<file path="src/rtl/hdc_pkg.sv">
// Shared types and constants for the hypervector bundling datapath.
package hdc_pkg;

    typedef enum logic [2:0] {
        IDLE,
        READ,
        FIRE,
        WAIT,
        WRITE,
        FIN
    } bundle_seq_state_t;

    // Fibonacci taps 16,14,13,11 expressed as bit positions 15,13,12,10.
    localparam logic [15:0] BUNDLE_LFSR_TAPS = 16'hB400;
    localparam logic [15:0] BUNDLE_LFSR_SEED = 16'hACE1;

endpackage

</file>
<file path="src/rtl/hv_bundle_seq_tie_lfsr.sv">
// 16-bit Fibonacci LFSR that yields two tie-break bits and advances only when stepped.
module tie_lfsr
    import hdc_pkg::*;
#(
    parameter logic [15:0] SEED = BUNDLE_LFSR_SEED
) (
    input  logic       clk,
    input  logic       nrst,
    input  logic       step,
    output logic [1:0] tie
);

    logic [15:0] state;

    always_ff @(posedge clk or negedge nrst) begin
        if (!nrst) begin
            state <= SEED;
        end else if (step) begin
            state <= {state[14:0], ^(state & BUNDLE_LFSR_TAPS)};
        end
    end

    assign tie = state[1:0];

endmodule

</file>
<file path="src/rtl/hv_bundle_seq.sv">
// Walks every dimension of an HV set: read bits, fire the bundler, wait for its result, write it back.
module hv_bundle_seq
    import hdc_pkg::*;
#(
    parameter int          NUM_HVS   = 5,
    parameter int          DIM       = 256,
    parameter int          ADDR_W    = $clog2(DIM),
    parameter logic [15:0] LFSR_SEED = BUNDLE_LFSR_SEED
) (
    input  logic              clk,
    input  logic              nrst,
    input  logic              start,
    input  logic              abort,
    output logic              busy,
    output logic              done,
    output logic              rd_en,
    output logic [ADDR_W-1:0] rd_addr,
    input  logic              rd_bits [NUM_HVS-1:0],
    output logic              bnd_en,
    output logic              bnd_bits [NUM_HVS-1:0],
    output logic              bnd_tie_1,
    output logic              bnd_tie_2,
    input  logic              bnd_done,
    input  logic              bnd_out_bit,
    output logic              wr_en,
    output logic [ADDR_W-1:0] wr_addr,
    output logic              wr_bit
);

    bundle_seq_state_t state, state_nx;

    logic [ADDR_W-1:0] dim_cnt;
    logic              last_dim;
    logic              bits_hold [NUM_HVS-1:0];
    logic [1:0]        tie_hold;
    logic [1:0]        tie_now;
    logic              res_bit;
    logic              lfsr_step;

    assign last_dim  = (dim_cnt == ADDR_W'(DIM - 1));
    assign lfsr_step = (state == FIRE) && !abort;

    tie_lfsr #(
        .SEED (LFSR_SEED)
    ) u_tie_lfsr (
        .clk  (clk),
        .nrst (nrst),
        .step (lfsr_step),
        .tie  (tie_now)
    );

    always_ff @(posedge clk or negedge nrst) begin
        if (!nrst) begin
            state <= IDLE;
        end else begin
            state <= state_nx;
        end
    end

    always_comb begin
        state_nx = state;
        busy     = (state != IDLE);
        done     = (state == FIN);
        rd_en    = (state == READ);
        bnd_en   = (state == FIRE);
        wr_en    = (state == WRITE);
        case (state)
            IDLE:    if (start) state_nx = READ;
            READ:    state_nx = FIRE;
            FIRE:    state_nx = WAIT;
            WAIT:    if (bnd_done) state_nx = WRITE;
            WRITE:   state_nx = last_dim ? FIN : READ;
            FIN:     state_nx = IDLE;
            default: state_nx = IDLE;
        endcase
        // abort overrides every transition, including a start seen in IDLE.
        if (abort) state_nx = IDLE;
    end

    always_ff @(posedge clk or negedge nrst) begin
        if (!nrst) begin
            dim_cnt  <= '0;
            tie_hold <= '0;
            res_bit  <= 1'b0;
            for (int i = 0; i < NUM_HVS; i++) bits_hold[i] <= 1'b0;
        end else if (!abort) begin
            if (state == IDLE && start) begin
                dim_cnt <= '0;
            end else if (state == WRITE && !last_dim) begin
                dim_cnt <= dim_cnt + 1'b1;
            end
            if (state == FIRE) begin
                tie_hold <= tie_now;
                for (int i = 0; i < NUM_HVS; i++) bits_hold[i] <= rd_bits[i];
            end
            if (state == WAIT && bnd_done) begin
                res_bit <= bnd_out_bit;
            end
        end
    end

    // Read data arrives during FIRE, so the bundler sees it directly then and the held copy afterwards.
    always_comb begin
        for (int i = 0; i < NUM_HVS; i++) begin
            bnd_bits[i] = (state == FIRE) ? rd_bits[i] : bits_hold[i];
        end
        bnd_tie_1 = (state == FIRE) ? tie_now[0] : tie_hold[0];
        bnd_tie_2 = (state == FIRE) ? tie_now[1] : tie_hold[1];
    end

    assign rd_addr = dim_cnt;
    assign wr_addr = dim_cnt;
    assign wr_bit  = res_bit;

endmodule

</file>
<file path="config.mk">
export PLATFORM = sky130hd
export DESIGN_NAME = hv_bundle_seq
export DESIGN_NICKNAME = d
export VERILOG_FILES = /design/src/rtl/hdc_pkg.sv /design/src/rtl/hv_bundle_seq_tie_lfsr.sv /design/src/rtl/hv_bundle_seq.sv
export SDC_FILE = /design/constraint.sdc
export NUM_CORES = 1
export LEC_CHECK = 0
export CORE_MARGIN = 2
export CORE_UTILIZATION = 50
export DETAILED_ROUTE_END_ITERATION = 8
export PLACE_DENSITY = 0.79
export SLEW_MARGIN = 15
export SYNTH_ARGS = -nofsm -noshare
export SYNTH_HDL_FRONTEND = slang
export SYNTH_HIERARCHICAL = 1
export SYNTH_SLANG_ARGS = --single-unit
</file>
<file path="constraint.sdc">
create_clock -name clk -period 2.2 [get_ports clk]
set_input_delay 0.44 -clock clk [delete_from_list [all_inputs] [get_ports clk]]
set_output_delay 0.44 -clock clk [all_outputs]
set_load 0.1 [all_outputs]
</file>
## Word level (Yosys, flattened, before mapping)

Index checks and enable logic that the tools add are counted.

- Add/sub/neg operators: 1
- Equality and inequality tests: 8
- Reduce and logical (&&, ||, !) cells: 14
- Bitwise logic cells: 1
- Multiplexer cells: 14

Operators with widths:

| operator | count |
|---|---|
| $mux 8 | 2 |
| $reduce_xor 16->1 | 1 |
| $pmux 3 s5 | 1 |
| $mux 3 | 4 |
| $add 8x1->8 const B | 1 |
| $eq 8x8->1 const B | 1 |
| $reduce_and 2->1 | 4 |
| $mux 1 | 7 |
| $eq 3x2->1 const B | 2 |
| $eq 3x3->1 const B | 2 |
| $ne 3x3->1 const B | 2 |
| $logic_and 1x1->1 | 4 |
| $eq 3x1->1 const B | 1 |
| $logic_not 3->1 | 1 |
| $reduce_bool 3->1 | 1 |
| $logic_not 1->1 | 2 |
| $reduce_bool 2->1 | 1 |
| $not 1->1 | 1 |

- Bits in registers: 35
- Output and inout port bits: 29

## Depth between registers and ports, before layout

Gate-level depths: netlist of run 1.

- Depth in word-level cells: 5
- Depth in mapped cells: 7
- Depth with buffers taken out: 5

## By module

Netlist of run 1, hierarchy kept.

By module, submodules not included:

| module | area an instance (um2) | times used | cells each |
|---|---|---|---|
| hv_bundle_seq | 1117.3 | 1 | 105 |
| tie_lfsr | 690.7 | 1 | 40 |

## Worst setup path before layout of run 1

No wires, ideal clock.

- Kind: register to register
- Start: register, netlist name state[0]
- End: register, netlist name state[2]
- Cell stages (with the launch flop): 5
- Clock period less this slack: 3.370 ns
- Buffers on the path: 1
- Data required time: 2.108 ns
- Data arrival time: 3.278 ns
- Path slack: -1.170 ns
- Path through: dfrtp_1 -> clkbuf_1 -> nor3b_1 -> a31oi_1 -> nor3_1

==> PnR_summary.wiki, run 1 <==
{| class="wikitable"
! Metric !! Value
|-
| Highest-delay cell along the critical path || sky130_fd_sc_hd__dfrtp_1
|-
| Crit Path Category || reg2out
|-
| Placed standard-cell area || roughly 2300 µm²
|-
| Layout net count || approximately 200
|-
| Period utilization || 101.1%
|-
| Core footprint || between 3000 and 4000 µm²
|-
| Outcome || finished with violations
|-
| TritonCTS clock tree || done
|-
| Chip Width || roughly 64 µm
|-
| Detailed Place HPWL || about 2500 µm
|-
| Clock sink total || 35
|-
| Synthesis warning total || 6
|-
| Most numerous cell on the critical path || sky130_fd_sc_hd__buf_12
|-
| Clk_lat worst skew || around 0.34 ns
|-
| Violated checks || negative setup slack
|-
| Clock tree skew after final layout || approximately 0.0041 ns
|-
| Critical path data arrival time || ~1.8 ns
|-
| Power per cell area || roughly 1100 nW/µm²
|-
| Number of top-level pins || 40
|-
| Post-synthesis net count || approximately 160
|-
| Number of antenna-violating nets in the routed design || 0
|-
| Violation count after the first detailed-routing iteration || 35
|-
| Endpoint of the lowest-slack register-to-register path || rd_addr[0]
|-
| Hold Buf Count CTS || 0
|-
| Hold WC Path Type || in2async
|-
| CTS Buf Count || 5
|-
| Synthesized area per cell || approximately 12 µm²
|-
| Worst-case setup margin in the final layout || -0.02487 ns
|-
| Via-per-instance ratio || 5.444
|-
| Post-synthesis to final-layout area growth || 35.36%
|-
| Leakage power || 0.001118 µW
|-
| Register bit count reported by yosys || 35
|-
| Delay of the slowest critical-path stage || 0.41 ns
|-
| Critical Path Fanout Max || 6
|-
| Proportion of synthesized area in mux cells || ~22%
|-
| Number of diodes added for antenna fixing || 0
|-
| Startpoint types || register
|-
| Chain of cells forming the critical path || or2b_4 -> nor2_4 -> buf_12 -> mux2_4 -> buf_12
|-
| Share of power burned in registers || approximately 32%
|-
| Via Count || about 1300
|-
| Clock network fraction of design power || 17.3%
|-
| Setup repair after global routing missed its margin || true
|-
| Fin. max-slew vios || 0
|-
| Worst-case reg-to-reg path depth || 4
|-
| PortBufs || 39
|-
| CP Data Required Time || roughly 1.8 ns
|-
| Initial cell density of the core || a little over half
|-
| Number of standard-cell rows in the floorplan || 21
|-
| Nature of the critical path endpoint || primary output
|-
| Final Wtd Congestion || 0.8531
|-
| Largest net degree at the start of global routing || 36
|-
| Area of the die || between 4000 and 5000 µm²
|-
| Slew at the pin closest to its max-slew limit || about 0.5 ns
|-
| Aggregate global routing overflow || 0
|-
| Normalized max-slew margin || about two thirds
|-
| Most common cell after layout, fill and taps aside || sky130_fd_sc_hd__dfrtp_1
|-
| Clock Tree Root || sky130_fd_sc_hd__clkbuf_4
|-
| Combinational family with the most area after synthesis || multiplexers
|-
| Post-route DRC || 0
|-
| Reported max-cap violation count || 0
|-
| R2r setup slk || between 0.2 and 0.3 ns
|-
| Worst R2R Start || state[0]
|-
| Adder-cell area share of the yosys netlist || less than 1%
|-
| Number of antenna violations at the first check in global routing || 0
|-
| Routed WL || approximately 3700 µm
|-
| Post-synthesis share of cell area spent on and, or, nand and nor gates || between 10% and 20%
|-
| Relative contribution of combinational cells to total power || 50.6%
|-
| Fmax || around 0.45 GHz
|-
| IR Drop Worst-Case VDD || about 0.00047 V
|-
| Commonest non-fill, non-tap cells in the layout || sky130_fd_sc_hd__dfrtp_1, sky130_fd_sc_hd__buf_4, sky130_fd_sc_hd__mux2_4
|-
| Global-route wire length before repair || a little over 6000 µm
|-
| Number of H-tree levels || 2
|-
| Maximum clock path buffer count || 2
|-
| Overall power of the completed layout || around 2800 µW
|-
| Count of endpoints failing hold in the final timing report || 0
|-
| Number of library cell types mapped by synthesis || 39
|-
| Register area share after synthesis || between 40% and 50%
|-
| Net switching component of the power || roughly 1200 µW
|-
| Internal Pwr Total || between 1500 and 2000 µW
|-
| Fraction of power spent switching nets || 41.78%
|-
| Total global routing track utilization || roughly a fifth
|-
| Compound-gate portion of the synthesized area || under 10%
|-
| Proportion of layout cells with a drive suffix above 1 || a little over half
|-
| Detailed-route wire length per cell || 16.03 µm
|-
| Xor/xnor share of the synthesized area || under 10%
|-
| Area of all placed cells without fillers || approximately 2400 µm²
|-
| Number of global-route vias before repair || between 1000 and 1500
|-
| Clock-pin slew on the worst setup and hold paths || ~0.10 ns
|-
| Total setup violations reported at the end of the flow || 6
|-
| DIE HEIGHT || between 60 and 70 µm
|-
| Count of TritonRoute iterations in the first routing pass || 4
|-
| Mapped cell area || about 1800 µm²
|-
| Minimum clock period || ~2.2 ns
|-
| Number of instances in the synthesized netlist || 145
|}
==> synth_stat cells, drive strengths merged <==
| master | instances | area (µm²) |
|---|---|---|
| mux2 | 31 | 382.9 |
| a41oi | 1 | 8.760 |
| buf | 14 | 122.6 |
| nor3 | 5 | 30.03 |
| nor2 | 10 | 42.54 |
| nand4 | 1 | 6.260 |
| a22o | 1 | 10.01 |
| nand2 | 5 | 18.77 |
| a31oi | 5 | 31.28 |
| xnor2 | 3 | 26.28 |
| clkbuf | 2 | 7.510 |
| a21o | 1 | 7.510 |
| nand3 | 3 | 15.01 |
| a21oi | 3 | 26.28 |
| or4b | 2 | 23.77 |
| or2b | 1 | 11.26 |
| o21ai | 7 | 35.03 |
| or2 | 1 | 6.260 |
| dfrtp | 27 | 675.7 |
| a221oi | 1 | 8.760 |
| dfstp | 8 | 210.2 |
| inv | 2 | 7.510 |
| a2bb2oi | 1 | 8.760 |
| nor4 | 1 | 6.260 |
| or3 | 2 | 15.01 |
| and3b | 1 | 10.01 |
| mux2i | 1 | 10.01 |
| nor3b | 2 | 15.01 |
| and3 | 1 | 6.260 |
| ha | 1 | 12.51 |
| and4 | 1 | 10.01 |
==> layer usage <==
metal | GRT usage (%) | wire length, µm
met5 | 0 | 0
met4 | 7.979 | 48
met3 | 5.634 | 192
met2 | 32.81 | 1854
met1 | 24.11 | 1625
==> metrics by stage <==
stage	utilization, %	hold WS, ns	cells	setup TNS [ns]	worst slack (ns)
floorplan	-	0.1444	145	-1.559	-0.1897
global route	71.65	0.5308	232	-0.4375	-0.07089
detailed placement	66.78	0.4919	219	0	0.06738
finish	71.65	0.4949	232	-0.08878	-0.02487
CTS	71.43	0.5140	231	-0.1860	-0.03456
global placement	66.78	0.4843	219	0	0.09599
==> kinds of logic after synthesis <==
| group | Yosys count |
|---|---|
| flops | 35 |
| buf+inv | 18 |
| compound gates | 20 |
| fa+ha+maj | 1 |
| mux | 32 |
| simple gates | 36 |
| xor+xnor | 3 |
==> worst max-delay path: cells and delay by family (launching register included) <==
family | cells | cell delay, ns
buffers and inverters | 2 | 0.31
DFF | 1 | 0.41
muxes | 1 | 0.32
and+or+nand+nor | 2 | 0.40
==> flip-flops by register name (all words and copies together), names as in the netlist <==
register and cells:
state 3, u_tie_lfsr/state 16, wr_bit 1, tie_hold 2
rd_addr 8, bits_hold 5
==> area by class of cell <==
| class | instances | area (µm²) |
|---|---|---|
| inverters | 2 | 7.507 |
| clock buffers | 6 | 51.30 |
| repair buffers | 49 | 571.8 |
| well taps | 46 | 57.56 |
| fillers | 226 | 968.4 |
| flip-flops and latches | 35 | 885.9 |
| multi-input cells | 92 | 838.3 |
| clock inverters | 2 | 35.03 |
==> power groups by stage <==
stage	Combinational [µW]	Sequential, µW	Clock, µW
4_1_cts	1400	885	488
5_1_grt	1440	905	524
3_5_place_dp	1340	896	0
3_3_place_gp	1320	881	0
6_report	1400	887	480
2_1_floorplan	891	929	0
==> worst max path at each step <==
stage	start	endpoint	slack (ns)
3_5_place_dp	start	rd_addr[0]	0.07
4_1_cts	state[2]	bnd_bits[2]	-0.03
2_1_floorplan	state[1]	bnd_bits[0]	-0.19
6_report	state[2]	bnd_bits[1]	-0.02
5_1_grt	state[2]	bnd_bits[1]	-0.07
3_3_place_gp	start	rd_addr[0]	0.1
==> what timing repair did <==
action	CTS	global route
setup endpoints to repair	7	7
setup buffers	4	1
endpoints found under the hold margin	0	0
cloned	0	0
pin swaps	1	1
gates resized for setup	8	0
Note: power is estimated with default switching activity, not from simulation.
==> inputs of run 2 (changes only) <==
HOLD_SLACK_MARGIN = 0.08   (was unset)
MAX_ROUTING_LAYER = met4   (was unset)
==> run 2 against run 1 <==
  * The flow now finishes without violations
  * Sequential cell count unchanged
  * Highest routed layer unchanged
  * Utilization decreased by 0.48 points
  * Maximum frequency increased by 1.4%
  * Sequential power about the same
==> PnR_summary.wiki, run 2 (synthesis gave the netlist of run 1 again) <==
{| class="wikitable"
! Metric !! Value
|-
| Outcome || complete, no violations
|-
| Startpoint types || register
|-
| Global-route wire length before repair || 6265 µm (+2.5%)
|-
| Final Wtd Congestion || 0.8655 (+1.5%)
|-
| Count of endpoints failing hold in the final timing report || 0 (unchanged)
|-
| Reported max-cap violation count || 0 (unchanged)
|-
| Layout net count || 196 (-0.51%)
|-
| Number of antenna-violating nets in the routed design || 0 (unchanged)
|-
| Normalized max-slew margin || 67.11% (+0.53 points)
|-
| Total setup violations reported at the end of the flow || 0 (-6)
|-
| Highest-delay cell along the critical path || sky130_fd_sc_hd__dfrtp_1
|-
| Leakage power || 0.001110 µW (-0.73%)
|-
| DIE HEIGHT || 64.13 µm (unchanged)
|-
| GR met2 Demand/Resource || 32.42% (-0.39 points)
|-
| Detailed-route wire length per cell || 15.68 µm (-2.2%)
|-
| Critical Path Fanout Max || 13 (+7)
|-
| Chip Width || 64.13 µm (unchanged)
|-
| Nature of the critical path endpoint || primary output
|-
| Maximum clock path buffer count || 2 (unchanged)
|-
| Count of TritonRoute iterations in the first routing pass || 4 (unchanged)
|-
| Global-route track usage on met1 || 25.58% (+1.5 points)
|-
| Minimum clock period || 2.195 ns (-0.03013 ns)
|-
| Area of all placed cells without fillers || 2431 µm² (-0.66%)
|-
| Detailed Place HPWL || 2487 µm (+1.0%)
|-
| CP Data Required Time || 1.76 ns (about the same)
|-
| Number of top-level pins || 40 (unchanged)
|-
| Number of H-tree levels || 2 (unchanged)
|-
| Overall power of the completed layout || 2747 µW (-0.84%)
|-
| Max reg flops || 16 (unchanged)
|-
| GRT met3 Usage || 4.930% (-0.70 points)
|-
| Post-route DRC || 0 (unchanged)
|-
| Post-synthesis to final-layout area growth || 34.46%
|-
| Clock sink total || 35 (unchanged)
|-
| Hold WC Path Type || in2async
|-
| Critical path data arrival time || 1.75 ns (-0.03 ns)
|-
| Crit Path Category || reg2out
|-
| Aggregate global routing overflow || 0 (unchanged)
|-
| Register ranked first by flip-flop count || u_tie_lfsr/state
|-
| Most common cell after layout, fill and taps aside || sky130_fd_sc_hd__dfrtp_1
|-
| Total global routing track utilization || 20.35% (+0.62 points)
|-
| Post-placement setup slack || 0.06248 ns (-0.004896 ns)
|-
| Most numerous cell on the critical path || sky130_fd_sc_hd__buf_12
|-
| Placed standard-cell area || 2281 µm² (unchanged)
|-
| Core footprint || 3416 µm² (unchanged)
|-
| Buf+Inv Stages, Crit Path || 2 (unchanged)
|-
| Fmax || 0.4556 GHz (+1.4%)
|-
| CTS Buf Count || 5 (unchanged)
|-
| Routed WL || 3621 µm (-2.7%)
|-
| Delay of the slowest critical-path stage || 0.57 ns (+0.16 ns)
|-
| Clock tree skew after final layout || 0.005857 ns (+0.001788 ns)
|-
| Via-per-instance ratio || 5.455 (+0.19%)
|-
| Initial cell density of the core || 52.93% (unchanged)
|-
| Number of antenna violations at the first check in global routing || 0 (unchanged)
|-
| Via Count || 1260 (-0.24%)
|-
| Setup repair after global routing missed its margin || true
|-
| Area of the die || 4113 µm² (unchanged)
|-
| Number of diodes added for antenna fixing || 0 (unchanged)
|-
| TritonCTS clock tree || done
|-
| Number of global-route vias before repair || 1345 (+6.5%)
|-
| Commonest non-fill, non-tap cells in the layout || sky130_fd_sc_hd__dfrtp_1, sky130_fd_sc_hd__buf_4, sky130_fd_sc_hd__mux2_4
|-
| Number of standard-cell rows in the floorplan || 21 (unchanged)
|-
| IR Drop Worst-Case VDD || 0.0005522 V (+19%)
|-
| Busiest grt layer || met2
|-
| Proportion of layout cells with a drive suffix above 1 || 53.51% (-0.25 points)
|-
| Clock Tree Root || sky130_fd_sc_hd__clkbuf_4
|-
| Chain of cells forming the critical path || nor2_4 -> buf_12 -> mux2_4 -> buf_12
|-
| PortBufs || 39 (unchanged)
|-
| Period utilization || 99.76% (-1.4 points)
|-
| Critical path's top delay family || flip-flops
|-
| Power per cell area || 1130 nW/µm² (-0.17%)
|-
| Largest net degree at the start of global routing || 36 (unchanged)
|-
| Slew at the pin closest to its max-slew limit || 0.4933 ns (-0.007971 ns)
|-
| Clk_lat worst skew || 0.34 ns (about the same)
|-
| Fin. max-slew vios || 0 (unchanged)
|-
| Violation count after the first detailed-routing iteration || 38 (+8.6%)
|-
| Clock-pin slew on the worst setup and hold paths || 0.11 ns (about the same)
|-
| Worst-case setup margin in the final layout || 0.005256 ns (+0.03013 ns)
|}
[run 2: metrics by stage]
step	setup TNS [ns]	hold WS, ns	util (%)	cells
CTS	-0.1113	0.5026	70.95	230
floorplan	-1.559	0.1444	-	145
detailed placement	0	0.4935	66.78	219
global placement	0	0.4843	66.78	219
finish	0	0.4866	71.17	231
global route	-0.4011	0.5226	71.17	231
[run 2: worst register-to-register path, stage by stage, from the launching register on]
cell,delay (ns)
sky130_fd_sc_hd__dfrtp_1,0.40
sky130_fd_sc_hd__buf_4,0.13
sky130_fd_sc_hd__buf_4,0.16
sky130_fd_sc_hd__or4b_1,0.62
sky130_fd_sc_hd__nor2_2,0.17
sky130_fd_sc_hd__nor2_1,0.07
sky130_fd_sc_hd__mux2_4,0.26
[run 2: cell type report]
type                            instances  area (µm²)
Inverter                                2       7.507
Clock inverter                          3       43.79
Clock buffer                            5       37.54
Sequential cell                        35       885.9
Multi-Input combinational cell         92       838.3
Timing Repair Buffer                   48       560.5
Fill cell                             234       984.7
Tap cell                               46       57.56
[run 2: final timing paths]
check                                     start                   end  slack, ns  cells after the start
max                                    state[0]             bnd_tie_2      0.005                      4
min                                        nrst            rd_addr[4]       0.49                      2
max reg2reg                            state[2]            rd_addr[0]       0.29                      6
min reg2reg                u_tie_lfsr/state[14]  u_tie_lfsr/state[14]       0.52                      1
max in group asynchronous                  nrst  u_tie_lfsr/state[13]       1.38                      2
min in group clk           u_tie_lfsr/state[14]  u_tie_lfsr/state[14]       0.52                      1
[run 2: timing repair]
item	4_1_cts	5_1_grt
resized for setup	7	0
setup endpoints to repair	7	7
pin swaps	1	1
buffers inserted	3	1
hold buffers	0	0
[run 2: report_power, final]
part | total, µW | switching [µW] | internal, µW
sequential | 887 | 93.1 | 794
combinational | 1400 | 851 | 545
clock | 465 | 226 | 239
[run 2: metal layers]
layer	up-vias	routed length [µm]	share of wire (%)
li1	593	-	-
met1	624	1576	44
met2	38	1807	50
met3	5	183	5.1
met4	0	53	1.5
met5	-	0	0
==> inputs of run 3 (changes only) <==
HOLD_SLACK_MARGIN = 0.03   (was 0.08)
==> results of run 3 <==
Same layout as run 2: the final DEF is identical, and so are final timing and power.
